[src/rtl/seq_det_pkg.sv]
// Shared definitions for the serial pattern detector controller.
//   state_t      : controller FSM encoding (IDLE=0, RUN=1, DONE=2, 3 unused)
//   ST_*         : run status codes reported on status
//   len_width()  : width of a pattern-length field for a given MAX_LEN
package seq_det_pkg;

    typedef enum logic [1:0] {
        S_IDLE = 2'd0,
        S_RUN  = 2'd1,
        S_DONE = 2'd2
    } state_t;

    localparam logic [1:0] ST_NONE   = 2'b00;
    localparam logic [1:0] ST_TARGET = 2'b01;
    localparam logic [1:0] ST_WINDOW = 2'b10;
    localparam logic [1:0] ST_ABORT  = 2'b11;

    function automatic int len_width(input int max_len);
        return $clog2(max_len + 1);
    endfunction

endpackage

[src/rtl/seq_match_core.sv]
// History shift register, fill counter and masked pattern compare.
//   clk, reset      : clock, async active-low reset
//   clr             : clear history and fill (new job)
//   shift           : accept bit_in this cycle
//   bit_in          : serial data
//   pattern, len    : latched pattern and its length
//   overlap         : 1 = keep fill after a match
//   match           : combinational, high in the cycle whose shift completes a match
module seq_match_core
    import seq_det_pkg::*;
#(
    parameter  int MAX_LEN = 8,
    localparam int LEN_W   = len_width(MAX_LEN)
) (
    input  logic               clk,
    input  logic               reset,
    input  logic               clr,
    input  logic               shift,
    input  logic               bit_in,
    input  logic [MAX_LEN-1:0] pattern,
    input  logic [LEN_W-1:0]   len,
    input  logic               overlap,
    output logic               match
);

    logic [MAX_LEN-1:0] hist;
    logic [MAX_LEN-1:0] hist_nxt;
    logic [MAX_LEN-1:0] mask;
    logic [LEN_W-1:0]   fill;
    logic [LEN_W-1:0]   fill_nxt;

    // match looks at the post-shift history so the top can count and
    // pulse on the same edge that samples the bit.
    always_comb begin
        hist_nxt = {hist[MAX_LEN-2:0], bit_in};
        fill_nxt = (fill >= len) ? len : fill + LEN_W'(1);
        mask     = '0;
        for (int i = 0; i < MAX_LEN; i++) begin
            mask[i] = (i < int'(len));
        end
        match = shift && (fill_nxt == len) &&
                ((hist_nxt & mask) == (pattern & mask));
    end

    always_ff @(posedge clk or negedge reset) begin
        if (!reset) begin
            hist <= '0;
            fill <= '0;
        end else if (clr) begin
            hist <= '0;
            fill <= '0;
        end else if (shift) begin
            hist <= hist_nxt;
            // Non-overlapping mode needs len fresh bits after each match.
            fill <= (match && !overlap) ? '0 : fill_nxt;
        end
    end

endmodule

[src/rtl/seq_detect_ctrl.sv]
// Run controller for a programmable serial pattern detector.
//   Job request (cfg_*) accepted over valid/ready in IDLE; bits on
//   bit_valid/bit_in are scanned in RUN; run ends on target count, window
//   expiry or abort, then DONE pulses for one cycle with a status code.
//   Outputs: cfg_ready, cfg_err, busy, detected, match_count, bit_count,
//   done, status, state_out.
module seq_detect_ctrl
    import seq_det_pkg::*;
#(
    parameter  int MAX_LEN = 8,
    parameter  int CNT_W   = 8,
    parameter  int WIN_W   = 16,
    localparam int LEN_W   = len_width(MAX_LEN)
) (
    input  logic               clk,
    input  logic               reset,
    input  logic               cfg_valid,
    output logic               cfg_ready,
    input  logic [MAX_LEN-1:0] cfg_pattern,
    input  logic [LEN_W-1:0]   cfg_len,
    input  logic               cfg_overlap,
    input  logic [CNT_W-1:0]   cfg_target,
    input  logic [WIN_W-1:0]   cfg_window,
    output logic               cfg_err,
    input  logic               abort,
    input  logic               bit_valid,
    input  logic               bit_in,
    output logic               busy,
    output logic               detected,
    output logic [CNT_W-1:0]   match_count,
    output logic [WIN_W-1:0]   bit_count,
    output logic               done,
    output logic [1:0]         status,
    output logic [1:0]         state_out
);

    state_t             state;
    logic [MAX_LEN-1:0] job_pattern;
    logic [LEN_W-1:0]   job_len;
    logic               job_overlap;
    logic [CNT_W-1:0]   job_target;
    logic [WIN_W-1:0]   job_window;

    logic               len_ok;
    logic               accept;
    logic               shift;
    logic               match;
    logic [CNT_W-1:0]   mc_new;
    logic [WIN_W-1:0]   bc_new;

    assign len_ok = (cfg_len != '0) && (int'(cfg_len) <= MAX_LEN);
    assign accept = (state == S_IDLE) && cfg_valid && len_ok;
    // Abort wins over a coincident bit: the bit is dropped entirely.
    assign shift  = (state == S_RUN) && bit_valid && !abort;

    // Counters saturate instead of wrapping.
    assign mc_new = (&match_count) ? match_count : match_count + CNT_W'(1);
    assign bc_new = (&bit_count)   ? bit_count   : bit_count + WIN_W'(1);

    assign cfg_ready = (state == S_IDLE);
    assign busy      = (state == S_RUN);
    assign state_out = state;

    seq_match_core #(.MAX_LEN(MAX_LEN)) u_core (
        .clk     (clk),
        .reset   (reset),
        .clr     (accept),
        .shift   (shift),
        .bit_in  (bit_in),
        .pattern (job_pattern),
        .len     (job_len),
        .overlap (job_overlap),
        .match   (match)
    );

    always_ff @(posedge clk or negedge reset) begin
        if (!reset) begin
            state       <= S_IDLE;
            job_pattern <= '0;
            job_len     <= '0;
            job_overlap <= 1'b0;
            job_target  <= '0;
            job_window  <= '0;
            match_count <= '0;
            bit_count   <= '0;
            status      <= ST_NONE;
            cfg_err     <= 1'b0;
            detected    <= 1'b0;
            done        <= 1'b0;
        end else begin
            cfg_err  <= 1'b0;
            detected <= 1'b0;
            done     <= 1'b0;
            case (state)
                S_IDLE: begin
                    if (cfg_valid) begin
                        if (len_ok) begin
                            job_pattern <= cfg_pattern;
                            job_len     <= cfg_len;
                            job_overlap <= cfg_overlap;
                            job_target  <= cfg_target;
                            job_window  <= cfg_window;
                            match_count <= '0;
                            bit_count   <= '0;
                            status      <= ST_NONE;
                            state       <= S_RUN;
                        end else begin
                            cfg_err <= 1'b1;
                        end
                    end
                end
                S_RUN: begin
                    if (abort) begin
                        status <= ST_ABORT;
                        done   <= 1'b1;
                        state  <= S_DONE;
                    end else if (bit_valid) begin
                        bit_count <= bc_new;
                        if (match) begin
                            match_count <= mc_new;
                            detected    <= 1'b1;
                        end
                        // Target takes priority when both limits hit on one bit.
                        if (match && (job_target != '0) && (mc_new == job_target)) begin
                            status <= ST_TARGET;
                            done   <= 1'b1;
                            state  <= S_DONE;
                        end else if ((job_window != '0) && (bc_new == job_window)) begin
                            status <= ST_WINDOW;
                            done   <= 1'b1;
                            state  <= S_DONE;
                        end
                    end
                end
                S_DONE:  state <= S_IDLE;
                default: state <= S_IDLE;
            endcase
        end
    end

endmodule
[config.mk]
export PLATFORM = sky130hd
export DESIGN_NAME = seq_detect_ctrl
export DESIGN_NICKNAME = d
export VERILOG_FILES = /design/src/rtl/seq_det_pkg.sv /design/src/rtl/seq_match_core.sv /design/src/rtl/seq_detect_ctrl.sv
export SDC_FILE = /design/constraint.sdc
export NUM_CORES = 1
export LEC_CHECK = 0
export ABC_AREA = 1
export BUFFER_PORTS_ARGS = -buffer_cell sky130_fd_sc_hd__buf_2
export CAP_MARGIN = 20
export CORE_MARGIN = 1
export CORE_UTILIZATION = 47
export CTS_BUF_LIST = sky130_fd_sc_hd__clkbuf_4 sky130_fd_sc_hd__clkbuf_8
export DETAILED_ROUTE_END_ITERATION = 8
export HOLD_SLACK_MARGIN = 0.03
export PLACE_DENSITY = 0.68
export SETUP_SLACK_MARGIN = 0.05
export SLEW_MARGIN = 10
export SYNTH_ARGS = -nofsm -noshare
export SYNTH_HDL_FRONTEND = slang
export SYNTH_SLANG_ARGS = --single-unit
[constraint.sdc]
create_clock -name clk -period 2.8 [get_ports clk]
set_clock_uncertainty 0.05 [all_clocks]
set_input_delay 0.56 -clock clk [delete_from_list [all_inputs] [get_ports clk]]
set_output_delay 0.56 -clock clk [all_outputs]
set_load 0.02 [all_outputs]
==> metrics.txt, run 1 <==
Tcrit/Tclk final=87.2%; Post-DP Area=5330 µm²; total number of vias=4533; Clock Sinks=79; CP startpoint kind=register; Worst VDD drop=0.000522 V; Final Hold Viols=0; sequential share of power=40.8%; Comb power frac=42.3%; Lkg Pwr=2.96 nW; Post-DP HPWL=9150 µm; CTS tree=built; switch share=42.8%; count leader, synth=nand2_1; largest net degree at the start of global routing=54; IO Port Bufs=75; WL per Instance=14.2 µm; Slew @ Worst Pin=0.698 ns; Net count, final=772; initial core utilization=48.9%; Final setup viols=0; Yosys top cell by area=dfrtp_1; share of cells above drive strength 1=19.4%; Syn Inst Count=644; max-cap violations=0; initial antenna violation count=1; Critical Path RT=3.01 ns; Layout area overhead=14.9%; Slew Limit Fails=0; post-synthesis cell type count=34; worst path arrival time=2.66 ns; Synth Register Bits=79; ys async rst share=100%; Pwr Density=822 nW/µm²; part of the power in the clock network=16.9%; Final Critical Period=2.44 ns; root buf cell=clkbuf_8; most frequent cells after synthesis=nand2_1 (170), inv_1 (88), dfrtp_1 (79), nor2_1 (69), nand3_1 (51); die width=103 µm; FP Rows=36; first-pass GRT wire length=19900 µm; main area contributors after synthesis=dfrtp_1 (41%), nand2_1 (13%), inv_1 (6.9%); switching power=1.94 mW; EDFF count, synth=0; DRT Pass-1 Iters=6; H-tree depth=3; Ports=76; vias in the first global route=4224; f_max=409 MHz; Synth top area share=41.2%; Core Box Area=9820 µm²; Worst-path clk slew=0.09 ns; Total GRT Usage=24.7%; setup tns final=0 ns; Util after Layout=56.2%; Die Y=103 µm; unrepaired setup endpoints after global routing=no; Int Pwr=2.60 mW; ANT nets after route=0; critical path startpoint=bit_count[4]$_DFFE_PN0P_; final wirelength=12200 µm; Setup Crit Path Kind=reg -> reg; grt ovf=0; DR DRC count=0; Post-Synthesis Cell Area=4800 µm²; Synthesized Nets=694; clk_lat worst skew=0.37 ns; RD Place Congestion=0.905; Hold Path Class=in -> async; crit-path max FO=18; Critical Path Sink Type=register; CTS Buffer Depth=2; Post-Syn Area per Cell=7.46 µm²; YS warnings=0; die area=10600 µm²; DR iter-0 viols=167; outcome=finished clean; Main synth FF type=dfrtp_1; CTS Buf Count=9; Slew headroom=53.5%; post-route cell area=5520 µm²; vias per cell=5.28; Critical R2R Launch=bit_count[4]$_DFFE_PN0P_; Seq/Total Area, Yosys=41.2%; ant diodes=0
==> logic make-up (layout without fill, tap and decap cells) <==
group | count (synthesis) | in the layout | share of synthesized area, %
and+or+nand+nor | 341 | 341 | 32.0
buffers and inverters | 104 | 186 | 8.52
DFF | 79 | 79 | 41.2
AOI/OAI and AO/OA | 74 | 74 | 8.23
xor gates and xnor gates | 22 | 22 | 4.30
muxes | 17 | 17 | 3.99
adders and majority gates | 7 | 7 | 1.82
==> critical path, stage by stage, from the launching register on <==
cell,delay [ns]
dfrtp_1,0.47
nand2_1,0.15
nor2_4,0.25
nand2_4,0.12
nor2_8,0.16
inv_4,0.12
nand2_1,0.10
inv_1,0.06
nand2_1,0.07
nand2_1,0.06
nor2_1,0.10
nand2_1,0.06
nor2_1,0.09
nand3_1,0.10
nand3_1,0.10
nand4_1,0.13
nand2_1,0.10
nand2_1,0.05
==> per-layer routing <==
| layer | track usage (%) | part of all wire (%) | up-vias |
|---|---|---|---|
| li1 | - | - | 2232 |
| met1 | 32.0 | 44 | 2128 |
| met2 | 40.8 | 48 | 155 |
| met3 | 5.69 | 6.0 | 18 |
| met4 | 8.34 | 1.8 | 0 |
| met5 | 0 | 0 | - |
==> worst paths after layout <==
check | endpoint | slack (ns) | cells after the start
max | status[1]$_DFFE_PN0P_ | 0.36 | 17
min | bit_count[15]$_DFFE_PN0P_ | 0.19 | 1
max reg2reg | status[1]$_DFFE_PN0P_ | 0.36 | 17
min reg2reg | status[0]$_DFFE_PN0P_ | 0.44 | 2
max in group asynchronous | match_count[0]$_DFFE_PN0P_ | 1.90 | 2
min in group clk | job_overlap$_DFFE_PN0P_ | 0.37 | 2
==> state kept, by name (all words and copies together), names as in the netlist <==
register and count:
u_core.hist 7, u_core.fill 4, state_out 2, job_overlap 1, job_target 8, cfg_err 1
job_pattern 8, bit_count 16, done 1, detected 1, job_window 16, job_len 4
status 2, match_count 8
==> cell type report <==
class,instances,area (µm²)
multi-input cells,461,2430
inverters,89,337
clock buffers,10,138
repair buffers,82,443
fillers,1009,4300
flip-flops and latches,79,1980
clock inverters,5,25.0
well taps,133,166
==> timing repair <==
item / 4_1_cts / 5_1_grt
setup buffers: 0 / 2
resized for setup: 0 / 9
hold endpoints to repair: 0 / 0
hold buffers: 0 / 0
endpoints found under the setup margin: 0 / 14
==> metrics by stage <==
stage	instances	hold slack, ns	total power [mW]	setup WS [ns]
after floorplan	644	0.214	3.21	0.509
after global placement	842	0.435	3.71	0.243
after detailed placement	842	0.429	3.74	0.159
after CTS	857	0.210	4.52	0.112
after global routing	859	0.239	4.91	0.0733
final	859	0.194	4.54	0.358
==> cells in the final DEF, fill, tap and decap left out, drive strengths merged, types with 6 or more instances in the layout <==
master / n
buf: 82
nand4: 19
ha: 7
nand3: 59
inv: 89
xor2: 15
o21ai: 36
mux2: 17
xnor2: 6
nand2: 174
nand3b: 7
dfrtp: 79
a21oi: 22
nor2: 75
clkbuf: 10
o22ai: 12
==> power by group through the flow <==
stage          Sequential, mW  Combinational [mW]  Clock (mW)
5_1_grt                  1.89                2.18       0.838
6_report                 1.85                1.92       0.768
3_3_place_gp             1.85                1.86           0
3_5_place_dp             1.86                1.89           0
2_1_floorplan            1.82                1.38           0
4_1_cts                  1.84                1.90       0.784
(Power assumes the default switching activity.)
==> run 2, diff against run 1 <==
CORE_UTILIZATION = 30   (was 47)
PLACE_DENSITY = not set   (was 0.68)
==> run 2 against run 1 <==
- core utilization shrank 19 points
- hold slack got worse by 0.098 ns
- sequential share of layout area shrank 1.3 points
- flip-flop and latch count unchanged
- sequential power about the same
- cell count grew 10%
- critical path depth increased by 1
- power rose by 4.4%
- non-clock buffer count is 6 higher
- fmax fell by 1.8%
==> metrics.txt, run 2 (synthesized netlist as in run 1, its figures left out) <==
outcome=finished clean; die area=16500 µm²; DR DRC count=0; Setup Crit Path Kind=reg -> reg; Final setup viols=0; ANT nets after route=0; DR iter-0 viols=333; DRT Pass-1 Iters=4; Hold Path Class=in -> async; most frequent cells in the layout=nand2_1 (169), inv_1 (88), dfrtp_1 (76); vias in the first global route=4313; Worst path slowest cell=dfrtp_2; root buf cell=clkbuf_8; f_max=402 MHz; Ports=76; part of the power in the clock network=19.5%; IO Port Bufs=75; H-tree depth=3; clk_lat worst skew=0.38 ns; Clock Sinks=79; Critical Path RT=3.03 ns; largest net degree at the start of global routing=44; Int Pwr=2.75 mW; worst path arrival time=2.71 ns; switch share=41.9%; crit path cell chain=ha_2 > nand2_2 > nor2_4 > nand2_4 > nor2_8 > inv_4 > nand2_1 > inv_1 > nand2_1 > nand2_1 > nor2_1 > nand2_1 > nor2_1 > nand3_1 > nand3_1 > nand4_1 > nand2_1 > nand2_1; die width=129 µm; Layout area overhead=19.4%; WL per Instance=13.9 µm; Slew @ Worst Pin=0.526 ns; Slew headroom=64.9%; initial antenna violation count=1; Pwr Density=826 nW/µm²; Slew Limit Fails=0; Critical Path Sink Type=register; unrepaired setup endpoints after global routing=no; Post-DP HPWL=9930 µm; CTS tree=built; largest delay contributor family on the critical path=simple AND/OR/NAND/NOR gates; Die Y=129 µm; Final Critical Period=2.49 ns; CTS Buf Count=9; vias per cell=4.66; Comb power frac=41.5%; Worst-path clk slew=0.09 ns; first-pass GRT wire length=21700 µm; worst path buffer plus inverter count=2; grt ovf=0; crit-path max FO=18; Lkg Pwr=3.01 nW; Tot Pwr=4.74 mW; share of cells above drive strength 1=20.2%; initial core utilization=31.1%; RD Place Congestion=0.920; most common cell after layout, fill and taps aside=nand2_1; max-cap violations=0; Final Hold Viols=0; Core Box Area=15400 µm²; Slowest Stage Delay on Critical Path=0.42 ns; sequential share of power=39.0%; final wirelength=13100 µm; Worst VDD drop=0.000335 V; Total GRT Usage=17.1%; switching power=1.99 mW; CP startpoint kind=register; top flop regs=bit_count (16), job_window (16); setup tns final=0 ns; Tcrit/Tclk final=88.8%; total number of vias=4409; most used cell, CP=nand2_1; Net count, final=778; FP Rows=45; CTS Buffer Depth=2
-- run 2: changes by cell type in the layout (fill, tap and decap cells not counted), sizes merged --
cell / before / now
clkbuf: 10 / 11
buf: 82 / 88
diode: 0 / 2
clkinv: 5 / 0
bufinv: 0 / 1
inv: 89 / 91
clkinvlp: 0 / 2
-- run 2: path summary, 6_finish.rpt --
check / startpoint / endpoint / slack, ns / depth (start not counted)
min in group clk: cfg_pattern[7] / job_pattern[7]$_DFFE_PN0P_ / 0.35 / 2
setup / recovery: bit_count[1]$_DFFE_PN0P_ / status[1]$_DFFE_PN0P_ / 0.31 / 18
setup reg to reg: bit_count[1]$_DFFE_PN0P_ / status[1]$_DFFE_PN0P_ / 0.31 / 18
hold / removal: reset / job_pattern[1]$_DFFE_PN0P_ / 0.1 / 1
hold reg to reg: status[0]$_DFFE_PN0P_ / status[0]$_DFFE_PN0P_ / 0.43 / 2
max in group asynchronous: reset / bit_count[9]$_DFFE_PN0P_ / 1.99 / 2
-- run 2: metrics by stage --
step                      worst slack [ns]  instances  utilization (%)  hold WS, ns  instance area (µm²)
after global placement               0.302        924             35.4        0.414                 5470
after global routing                0.0405        944             37.1        0.118                 5730
after floorplan                      0.509        644                -        0.214                 4800
after detailed placement             0.209        924             35.4        0.416                 5470
final                                0.313        946             37.2       0.0955                 5730
after CTS                            0.181        940             36.8       0.0960                 5680
-- run 2: power groups by stage --
stage / logic (mW) / registers, mW / clock network (mW)
final: 1.97 / 1.85 / 0.925
after global routing: 2.25 / 1.90 / 1.01
after CTS: 1.95 / 1.85 / 0.964
after detailed placement: 1.94 / 1.86 / 0
after global placement: 1.92 / 1.86 / 0
after floorplan: 1.38 / 1.82 / 0
-- run 2: final cells by class --
cell class / count / area (µm²)
Antenna cell: 2 / 5.00
Clock buffer: 11 / 151
Clock inverter: 5 / 62.6
Fill cell: 1655 / 9690
Inverter: 89 / 337
Multi-Input combinational cell: 461 / 2430
Sequential cell: 79 / 1980
Tap cell: 211 / 264
Timing Repair Buffer: 88 / 500
-- run 2: metal layers --
layer / GRT usage, % / vias up / wire [µm] / share of wire [%]
met5: 0 / - / 0 / 0
met4: 4.84 / 0 / 166 / 1.3
met3: 5.36 / 14 / 858 / 6.5
met2: 27.8 / 121 / 5990 / 46
met1: 21.9 / 2019 / 6100 / 47
li1: - / 2255 / - / -
-- run 2: timing repair --
action	in CTS	in global routing
gates resized for setup	0	8
setup endpoints to repair	0	14
setup buffers	0	4
hold buffers	0	0
